<file path="config.mk">
export PLATFORM = sky130hd
export DESIGN_NAME = asg_sweep_ctrl
export DESIGN_NICKNAME = d
export VERILOG_FILES = /design/src/rtl/asg_sweep_ctrl.sv
export SDC_FILE = /design/constraint.sdc
export NUM_CORES = 1
export LEC_CHECK = 0
export BUFFER_PORTS_ARGS = -buffer_cell sky130_fd_sc_hd__buf_2
export CELL_PAD_IN_SITES_DETAIL_PLACEMENT = 1
export CELL_PAD_IN_SITES_GLOBAL_PLACEMENT = 2
export CORE_UTILIZATION = 40
export DETAILED_ROUTE_END_ITERATION = 7
export GPL_TIMING_DRIVEN = 1
export PLACE_DENSITY = 0.84
export SYNTH_ARGS = -nofsm -noshare
export SYNTH_HDL_FRONTEND = slang
export SYNTH_SLANG_ARGS = --single-unit
</file>
<file path="constraint.sdc">
create_clock -name dac_clk_i -period 14 [get_ports dac_clk_i]
set_input_delay 1.4 -clock dac_clk_i [delete_from_list [all_inputs] [get_ports dac_clk_i]]
set_output_delay 1.4 -clock dac_clk_i [all_outputs]
set_load 0.01 [all_outputs]
</file>
<file path="src/rtl/asg_sweep_ctrl.sv">
// Sweep scheduler for one ASG channel: ramps the channel pointer step from a
// start to a stop value with a programmable dwell, in single, sawtooth or triangle mode.
module asg_sweep_ctrl #(
  parameter int unsigned RSZ = 14,
  parameter int unsigned DW  = 32
) (
  input  logic              dac_clk_i,
  input  logic              dac_rstn_i,
  input  logic              start_i,
  input  logic              stop_i,
  input  logic [RSZ+15:0]   cfg_start_i,
  input  logic [RSZ+15:0]   cfg_stop_i,
  input  logic [RSZ+15:0]   cfg_incr_i,
  input  logic [DW-1:0]     cfg_dwell_i,
  input  logic [1:0]        cfg_mode_i,
  output logic [RSZ+15:0]   step_o,
  output logic              step_upd_o,
  output logic              busy_o,
  output logic              done_o,
  output logic [15:0]       sweep_cnt_o
);

  localparam int unsigned SW = RSZ + 16;

  typedef enum logic [1:0] {S_IDLE, S_LOAD, S_DWELL, S_ENDPT} state_t;

  state_t          state;
  logic [SW-1:0]   start_q, stop_q, incr_q, tgt_q;
  logic [DW-1:0]   dwell_q, cnt_q;
  logic [1:0]      mode_q;
  logic            up_q;
  logic            leg_q;

  logic            cfg_up_c;
  logic [SW-1:0]   cfg_span_c;
  logic [DW-1:0]   cfg_dwell_c;
  logic [SW-1:0]   tri_tgt_c;
  logic [SW-1:0]   ramp_next_c;
  logic [SW-1:0]   tri_next_c;

  // One step toward tgt, clamped on overshoot, carry or borrow.
  function automatic logic [SW-1:0] next_step(input logic up, input logic [SW-1:0] cur,
                                               input logic [SW-1:0] inc, input logic [SW-1:0] tgt);
    logic [SW:0] nxt;
    if (up) begin
      nxt = {1'b0, cur} + {1'b0, inc};
      next_step = (nxt[SW] || (nxt[SW-1:0] >= tgt)) ? tgt : nxt[SW-1:0];
    end else begin
      nxt = {1'b0, cur} - {1'b0, inc};
      next_step = (nxt[SW] || (nxt[SW-1:0] <= tgt)) ? tgt : nxt[SW-1:0];
    end
  endfunction

  assign cfg_up_c    = (cfg_stop_i >= cfg_start_i);
  assign cfg_span_c  = cfg_up_c ? (cfg_stop_i - cfg_start_i) : (cfg_start_i - cfg_stop_i);
  assign cfg_dwell_c = (cfg_dwell_i == '0) ? DW'(1) : cfg_dwell_i;
  // leg_q=0 means heading to the programmed stop, so the next target is the start
  assign tri_tgt_c   = leg_q ? stop_q : start_q;
  assign ramp_next_c = next_step(up_q, step_o, incr_q, tgt_q);
  assign tri_next_c  = next_step(!up_q, step_o, incr_q, tri_tgt_c);

  always_ff @(posedge dac_clk_i or negedge dac_rstn_i) begin
    if (!dac_rstn_i) begin
      state       <= S_IDLE;
      step_o      <= '0;
      step_upd_o  <= 1'b0;
      busy_o      <= 1'b0;
      done_o      <= 1'b0;
      sweep_cnt_o <= '0;
      start_q     <= '0;
      stop_q      <= '0;
      incr_q      <= '0;
      tgt_q       <= '0;
      dwell_q     <= '0;
      cnt_q       <= '0;
      mode_q      <= '0;
      up_q        <= 1'b0;
      leg_q       <= 1'b0;
    end else begin
      step_upd_o <= 1'b0;
      done_o     <= 1'b0;
      if (stop_i && (state != S_IDLE)) begin
        state  <= S_IDLE;
        busy_o <= 1'b0;
      end else begin
        case (state)
          S_IDLE: begin
            if (start_i && !stop_i) begin
              start_q <= cfg_start_i;
              stop_q  <= cfg_stop_i;
              tgt_q   <= cfg_stop_i;
              up_q    <= cfg_up_c;
              leg_q   <= 1'b0;
              incr_q  <= (cfg_incr_i == '0) ? cfg_span_c : cfg_incr_i;
              dwell_q <= cfg_dwell_c;
              mode_q  <= cfg_mode_i;
              state   <= S_LOAD;
            end
          end
          S_LOAD: begin
            step_o      <= start_q;
            step_upd_o  <= 1'b1;
            busy_o      <= 1'b1;
            cnt_q       <= dwell_q;
            sweep_cnt_o <= '0;
            state       <= S_DWELL;
          end
          S_DWELL: begin
            if (cnt_q == DW'(1)) begin
              if (step_o == tgt_q) begin
                state <= S_ENDPT;
              end else begin
                step_o     <= ramp_next_c;
                step_upd_o <= 1'b1;
                cnt_q      <= dwell_q;
              end
            end else begin
              cnt_q <= cnt_q - DW'(1);
            end
          end
          S_ENDPT: begin
            if (sweep_cnt_o != 16'hFFFF) sweep_cnt_o <= sweep_cnt_o + 16'd1;
            case (mode_q)
              2'd1: begin
                step_o     <= start_q;
                step_upd_o <= 1'b1;
                cnt_q      <= dwell_q;
                state      <= S_DWELL;
              end
              2'd2: begin
                tgt_q      <= tri_tgt_c;
                up_q       <= !up_q;
                leg_q      <= !leg_q;
                step_o     <= tri_next_c;
                step_upd_o <= 1'b1;
                cnt_q      <= dwell_q;
                state      <= S_DWELL;
              end
              default: begin
                done_o <= 1'b1;
                busy_o <= 1'b0;
                state  <= S_IDLE;
              end
            endcase
          end
          default: state <= S_IDLE;
        endcase
      end
    end
  end

endmodule

</file>
==> results.yml, run 1 <==
outcome:
  status: "complete, but fails checks"
  violations: "capacitance limit, slew limit"
setup_path:
  cp-start-kind: "flip-flop"
  critPathRequiredTime_ns: 14.43
  arrival_ns: 7.94
  cp-end-kind: "flip-flop"
  critPathMaxFanout: 29
  path_class: "reg -> reg"
timing:
  worst_pin_slew_ns: 1.463
  min_period_ns: 7.510
  relSlewSlack_pct: -0.05373
  fmax_mhz: 133.2
  finalSetupViolations: 0
  post-route-period-util_pct: 53.64
  finalSetupTns_ns: 0
  clock_skew_ns: 0.03619
  drv_slew: 1
  finalHoldViolCount: 0
  rsz0062_at_grt: "no"
grt:
  antenna_found_initial: 6
  grt_max_degree: 102
  grt.overflow.total: 0
  grt_usage_pct: 32.76
  grt_pass1_wl_um: 148500
  grt_pass1_vias: 23880
power_and_ir_drop:
  ir_worst_vdd_mv: 0.2039
  leakage_nw: 11.50
  p_per_area_nw_per_um2: 244.4
cells_and_area:
  layout_common_cells: "nand2_1 (401), a21oi_1 (294), o21ai_0 (253)"
  drive_gt1_share_pct: 10.67
  area_growth_syn_to_layout_pct: 10.83
  final_util_pct: 45.07
  nNetsFinal: 3445
  mostFrequentLayoutCell: "nand2_1"
floorplanning:
  io_pins: 177
  core-area_um2: 56600
  die_h_um: 241.9
  die-area_um2: 58510
  die_width_um: 241.9
  num_rows: 87
  initial_core_util_pct: 40.67
yosys:
  synth-main-ff-cell: "dfrtp_1"
  ys_types: 96
  syn_nets: 3371
  ys_warn_count: 0
  yosysSeqAreaShare_pct: 25.98
  ys_async_sr_fraction_pct: 100.0
  ys_ff_latch: 239
  avgSynthCellArea_um2: 7.683
  synth_edf_count: 0
  syn_inst: 2996
  netlist_area_um2: 23020
routing:
  wl_per_cell_um: 25.63
  dr_total_vias: 24020
  vias_per_cell: 6.233
  drt_iter0_markers: 2043
  ant_nets: 0
  wirelength_um: 98770
  drc: 0
  dr.pass1.iters: 5
clocking:
  clk_transition_reported_paths_ns: 0.06
  h-tree-depth: 1
  cts_root_buffer: "clkbuf_16"
  cts_buffer_depth: 3
  tritoncts: "yes"
  clock_latency_ns: 0.62
  post_cts_buffers: 0
  cts.sinks: 239
  cts.repair.resized: 0
  cts_made_buffers: 30
  ctsHoldBuffers: 0
place:
  gp_congestion: 0.9970
  dp_hpwl_um: 77140
  numPortBuffers: 176
job:
  cap_viol_max_count: 1
min_path:
  worst_hold_path_type: "reg -> reg"
[worst max-delay path, stage by stage (launching register included)]
cell       delay [ns]
dfrtp_1          0.42
ha_1             0.20
inv_1            0.06
fa_1             0.41
o21bai_2         0.28
o211ai_2         0.16
a2111oi_4        0.44
o22ai_1          0.27
o21ai_1          0.27
a21oi_1          0.16
xnor2_1          0.44
ha_1             0.24
nand4_1          0.21
or4_1            0.63
a2111oi_0        1.16
a211oi_1         0.26
o31a_1           0.34
and3_1           0.37
buf_4            0.35
nand2_1          0.15
a31oi_1          0.10
a22oi_1          0.29
a31oi_1          0.14
[layer usage]
| metal | track usage (%) | vias to the layer above | wire (um) |
|---|---|---|---|
| met5 | 0 | - | 8 |
| met4 | 9.847 | 2 | 2967 |
| met3 | 4.996 | 156 | 8165 |
| met2 | 48.04 | 929 | 40890 |
| met1 | 49.00 | 12000 | 46740 |
| li1 | - | 10930 | - |
[final timing paths]
path / start / to / slack, ns / depth (start not counted)
worst min-delay path: dwell_q[8] / dwell_q[8] / 0.47 / 2
min in group asynchronous: dac_rstn_i / stop_q[5] / 0.82 / 1
worst min register to register: dwell_q[8] / dwell_q[8] / 0.47 / 2
worst max-delay path: step_o[0] / step_o[13] / 6.49 / 22
max in group asynchronous: dac_rstn_i / leg_q / 10.74 / 3
worst max register to register: step_o[0] / step_o[13] / 6.49 / 22
[layout make-up]
| class | instances | area, um2 |
|---|---|---|
| timing repair buffer | 211 | 1154 |
| clock buffer | 41 | 852.1 |
| antenna | 4 | 10.01 |
| tap | 756 | 945.9 |
| inverter | 191 | 716.9 |
| sequential | 239 | 5983 |
| clock inverter | 15 | 235.2 |
| multi-input combinational | 2397 | 15620 |
| fill | 7068 | 31090 |
[Yosys cell counts, types with 9 or more instances]
cell type    n  share of area (%)
nor3_1      61                1.3
xor2_1      34                1.3
o211ai_1    41                1.3
o21a_1      15               0.49
nand4_1     39                1.1
or2_2        9               0.24
o21ai_0    253                5.5
clkbuf_1   112                1.8
or3_1       16               0.43
o21ai_1     10               0.22
mux2i_1     75                3.3
inv_1      184                3.0
and3_1      31               0.84
a21oi_1    295                6.4
a311oi_1     9               0.34
nand2b_1    19               0.52
nand3_1     67                1.5
a211o_1     15               0.57
xnor2_1     71                2.7
buf_2       37               0.80
o221ai_1    14               0.53
a211oi_1    70                2.3
nor2_1     238                3.9
nand2_1    402                6.6
mux2_2       9               0.44
nor4_1      42                1.1
a31oi_1     29               0.79
and2_1      13               0.35
o21bai_1    14               0.46
o22ai_1     12               0.33
dfrtp_1    239                 26
o31ai_1     25               0.82
a221oi_1     9               0.34
ha_1       243                 13
nor2b_1     19               0.52
a21o_1      45                1.5
[registers in the layout, indices dropped and copies added (netlist names)]
name and count:
stop_q 30, incr_q 30, cnt_q 32, tgt_q 30, busy_o 1, up_q 1, mode_q 2, leg_q 1
start_q 30, dwell_q 32, step_upd_o 1, state 2, sweep_cnt_o 16, step_o 30, done_o 1
[metrics by stage]
| step | cells | instance area, um2 | total power [mW] | hold slack, ns | setup slack [ns] |
|---|---|---|---|---|---|
| 2_1_floorplan | 2996 | 23020 | 3.890 | 0.4384 | 8.843 |
| 3_3_place_gp | 3794 | 24410 | 5.043 | 0.4607 | 6.826 |
| 3_5_place_dp | 3794 | 24410 | 5.207 | 0.4590 | 6.764 |
| 4_1_cts | 3850 | 25500 | 6.107 | 0.4745 | 6.748 |
| 5_1_grt | 3853 | 25510 | 6.595 | 0.4834 | 6.482 |
| 6_report | 3854 | 25510 | 6.235 | 0.4748 | 6.490 |
[power by group]
| part | total, mW | switching, mW | internal (mW) |
|---|---|---|---|
| registers | 1.09 | 0.237 | 0.850 |
| clock network | 0.873 | 0.353 | 0.520 |
| logic | 4.27 | 2.82 | 1.45 |
| total | 6.23 | 3.41 | 2.82 |
[kinds of logic after synthesis]
logic type	after synthesis	synth area share [%]
simple gates	997	19.97
compound gates	964	26.44
buf+inv	360	6.348
fa+ha+maj	247	13.56
flops	239	25.98
xor+xnor	105	3.995
mux	84	3.702
(Power assumes the default switching activity.)
==> run 2, diff against run 1 <==
--- a/config.mk
+++ b/config.mk
@@ -5,13 +5,14 @@
 export SDC_FILE = /design/constraint.sdc
 export NUM_CORES = 1
 export LEC_CHECK = 0
+export ABC_AREA = 1
 export BUFFER_PORTS_ARGS = -buffer_cell sky130_fd_sc_hd__buf_2
 export CELL_PAD_IN_SITES_DETAIL_PLACEMENT = 1
 export CELL_PAD_IN_SITES_GLOBAL_PLACEMENT = 2
-export CORE_UTILIZATION = 40
+export CORE_UTILIZATION = 31
 export DETAILED_ROUTE_END_ITERATION = 7
 export GPL_TIMING_DRIVEN = 1
-export PLACE_DENSITY = 0.84
+export PLACE_DENSITY = 0.75
 export SYNTH_ARGS = -nofsm -noshare
 export SYNTH_HDL_FRONTEND = slang
 export SYNTH_SLANG_ARGS = --single-unit
==> constraint.sdc (replaced) <==
create_clock -name dac_clk_i -period 6.02 [get_ports dac_clk_i]
set_input_delay 0.602 -clock dac_clk_i [delete_from_list [all_inputs] [get_ports dac_clk_i]]
set_output_delay 0.602 -clock dac_clk_i [all_outputs]
set_load 0.01 [all_outputs]
==> run 2 against run 1 <==
- the flow now finishes without violations
- worst hold slack got worse by 0.26 ns
- cell count increased by 41%
- routed wire length increased by 24%
- clock-buffer cell count increased by 6
- via count increased by 18%
- global-route usage decreased by 4.3 points
- utilization decreased by 10 points
- fmax increased by 44%
- sequential share of layout area decreased by 3.0 points
- worst setup slack got worse by 5.7 ns
- largest cell class unchanged
- highest routed layer unchanged
==> results.yml, run 2 <==
grt:
  grt_max_degree: 130
  grt_pass1_wl_um: 182700
  antenna_found_initial: 4
  grt.overflow.total: 0
  grt_usage_pct: 28.48
  grt_pass1_vias: 28620
clocking:
  cts_buffer_depth: 3
  clock_latency_ns: 0.58
  cts.sinks: 239
  tritoncts: "yes"
  cts.repair.resized: 0
  clk_transition_reported_paths_ns: 0.06
  cts_made_buffers: 34
  cts_root_buffer: "clkbuf_16"
  h-tree-depth: 2
min_path:
  min_to: "done_o"
  hold_start: "stop_i"
  whs_path_depth: 2
  worst_hold_path_type: "in -> reg"
place:
  numPortBuffers: 176
  gp_congestion: 0.9625
  dp_hpwl_um: 98080
timing:
  finalHoldViolCount: 0
  finalSetupTns_ns: 0
  rsz0062_at_grt: "no"
  worst_pin_slew_ns: 1.020
  relSlewSlack_pct: 31.29
  fmax_mhz: 191.4
  clock_skew_ns: 0.02458
  post-route-period-util_pct: 86.81
  drv_slew: 0
  min_period_ns: 5.226
  finalSetupViolations: 0
yosys:
  synthTopCellsByCount: "nand2_1 (1,353), inv_1 (549), nor2_1 (333), nand3_1 (324), o21ai_0 (263)"
  syn_inst: 4213
  ys_warn_count: 0
  netlist_area_um2: 26180
  synth_edf_count: 0
  ys_ff_latch: 239
  synth-main-ff-cell: "dfrtp_1"
  ys_top_cells_by_area: "dfrtp_1 (23%), nand2_1 (19%), ha_1 (12%), inv_1 (7.9%), nand3_1 (6.2%)"
  ys_types: 65
  synth_most_common_cell: "nand2_1"
  ys_async_sr_fraction_pct: 100.0
  avgSynthCellArea_um2: 6.214
  synth_top_area_share_pct: 22.84
  syn_nets: 4588
  yosysSeqAreaShare_pct: 22.84
  yosysTopAreaCell: "dfrtp_1"
floorplanning:
  die-area_um2: 85620
  io_pins: 177
  core-area_um2: 83560
  die_h_um: 292.6
  num_rows: 106
  die_width_um: 292.6
  initial_core_util_pct: 31.33
cells_and_area:
  nNetsFinal: 4694
  area_growth_syn_to_layout_pct: 11.45
  drive_gt1_share_pct: 9.553
  layout_common_cells: "nand2_1 (1,352), inv_1 (548), nor2_1 (330)"
  mostFrequentLayoutCell: "nand2_1"
  biggestRegsByFlops: "cnt_q: 32 flops, dwell_q: 32 flops"
routing:
  wirelength_um: 122300
  dr_total_vias: 28270
  ant_nets: 0
  wl_per_cell_um: 22.54
  dr.pass1.iters: 5
  drt_iter0_markers: 1919
  vias_per_cell: 5.208
  drc: 0
setup_path:
  cp-end-kind: "flip-flop"
  path_class: "reg -> reg"
  cp-start-kind: "flip-flop"
  critPathMaxStageDelay_ns: 0.63
  critPathMaxFanout: 19
  r2r.worst_path.cells: 28
  worstReg2RegEnd: "step_o[12]"
  cpMostUsedCell: "nand2_1"
  cp_slowest_cell: "ha_1"
  critPathRequiredTime_ns: 6.47
  r2r-start: "step_o[22]"
  reg2reg_slack_ns: 0.79
  arrival_ns: 5.68
outcome:
  status: "finished, final reports clean"
job:
  cap_viol_max_count: 0
run 2: how the worst max path moves through the flow:
stage,from,endpoint,slack (ns),depth (start not counted)
6_report,step_o[22],step_o[12],0.79,28
5_1_grt,step_o[21],step_o[22],0.41,29
4_1_cts,step_o[22],step_o[12],0.84,28
3_5_place_dp,step_o[21],step_o[12],0.89,29
3_3_place_gp,step_o[21],step_o[22],0.87,29
2_1_floorplan,step_o[0],step_o[22],2.29,31
run 2: layout make-up:
cell class | count | area [um2]
flip-flops and latches | 239 | 5982
multi-input cells | 3225 | 17140
clock buffers | 47 | 949.7
well taps | 1080 | 1351
inverters | 578 | 2180
fillers | 11070 | 54380
repair buffers | 241 | 1419
diodes | 4 | 10.01
clock inverters | 14 | 148.9
run 2: cells by family after synthesis:
logic type               after synthesis  synth area share [%]
flip-flops                           239                 22.84
AO/OA/AOI/OAI                        669                 14.40
adder cells (fa/ha/maj)              247                 11.92
AND/OR/NAND/NOR                     2201                 35.36
XOR/XNOR                             108                 3.613
buffers and inverters                749                 11.86
run 2: worst max-delay path, delay by kind of cell (launching register included):
family,cells,cell delay [ns]
buffers and inverters,2,0.20
and+or+nand+nor,24,3.45
adders and majority gates,2,0.97
DFF,1,0.47
run 2: metal layers:
metal / share of wire [%] / GRT usage [%]
met2: 44 / 45.48
met5: 0.013 / 0
met1: 46 / 38.49
met4: 2.6 / 7.483
met3: 7.2 / 6.359
run 2: per-stage QoR:
stage / cells / setup WS (ns) / cell area [um2] / util, % / hold slack [ns]
after floorplan: 4213 / 2.287 / 26180 / - / 0.3064
after global placement: 5362 / 0.8737 / 28060 / 33.58 / 0.4480
after detailed placement: 5362 / 0.8877 / 28060 / 33.58 / 0.4574
after CTS: 5424 / 0.8392 / 29170 / 34.91 / 0.2028
after global routing: 5426 / 0.4123 / 29170 / 34.91 / 0.2260
final: 5428 / 0.7943 / 29180 / 34.92 / 0.2158
run 2: repair_timing:
item	4_1_cts	5_1_grt
hold buffers	1	0
setup buffers	0	0
endpoints found under the hold margin	9	0
Power of run 2 is not shown: default switching activity piles up to over one toggle a cycle in this logic, so the estimate is an artifact.
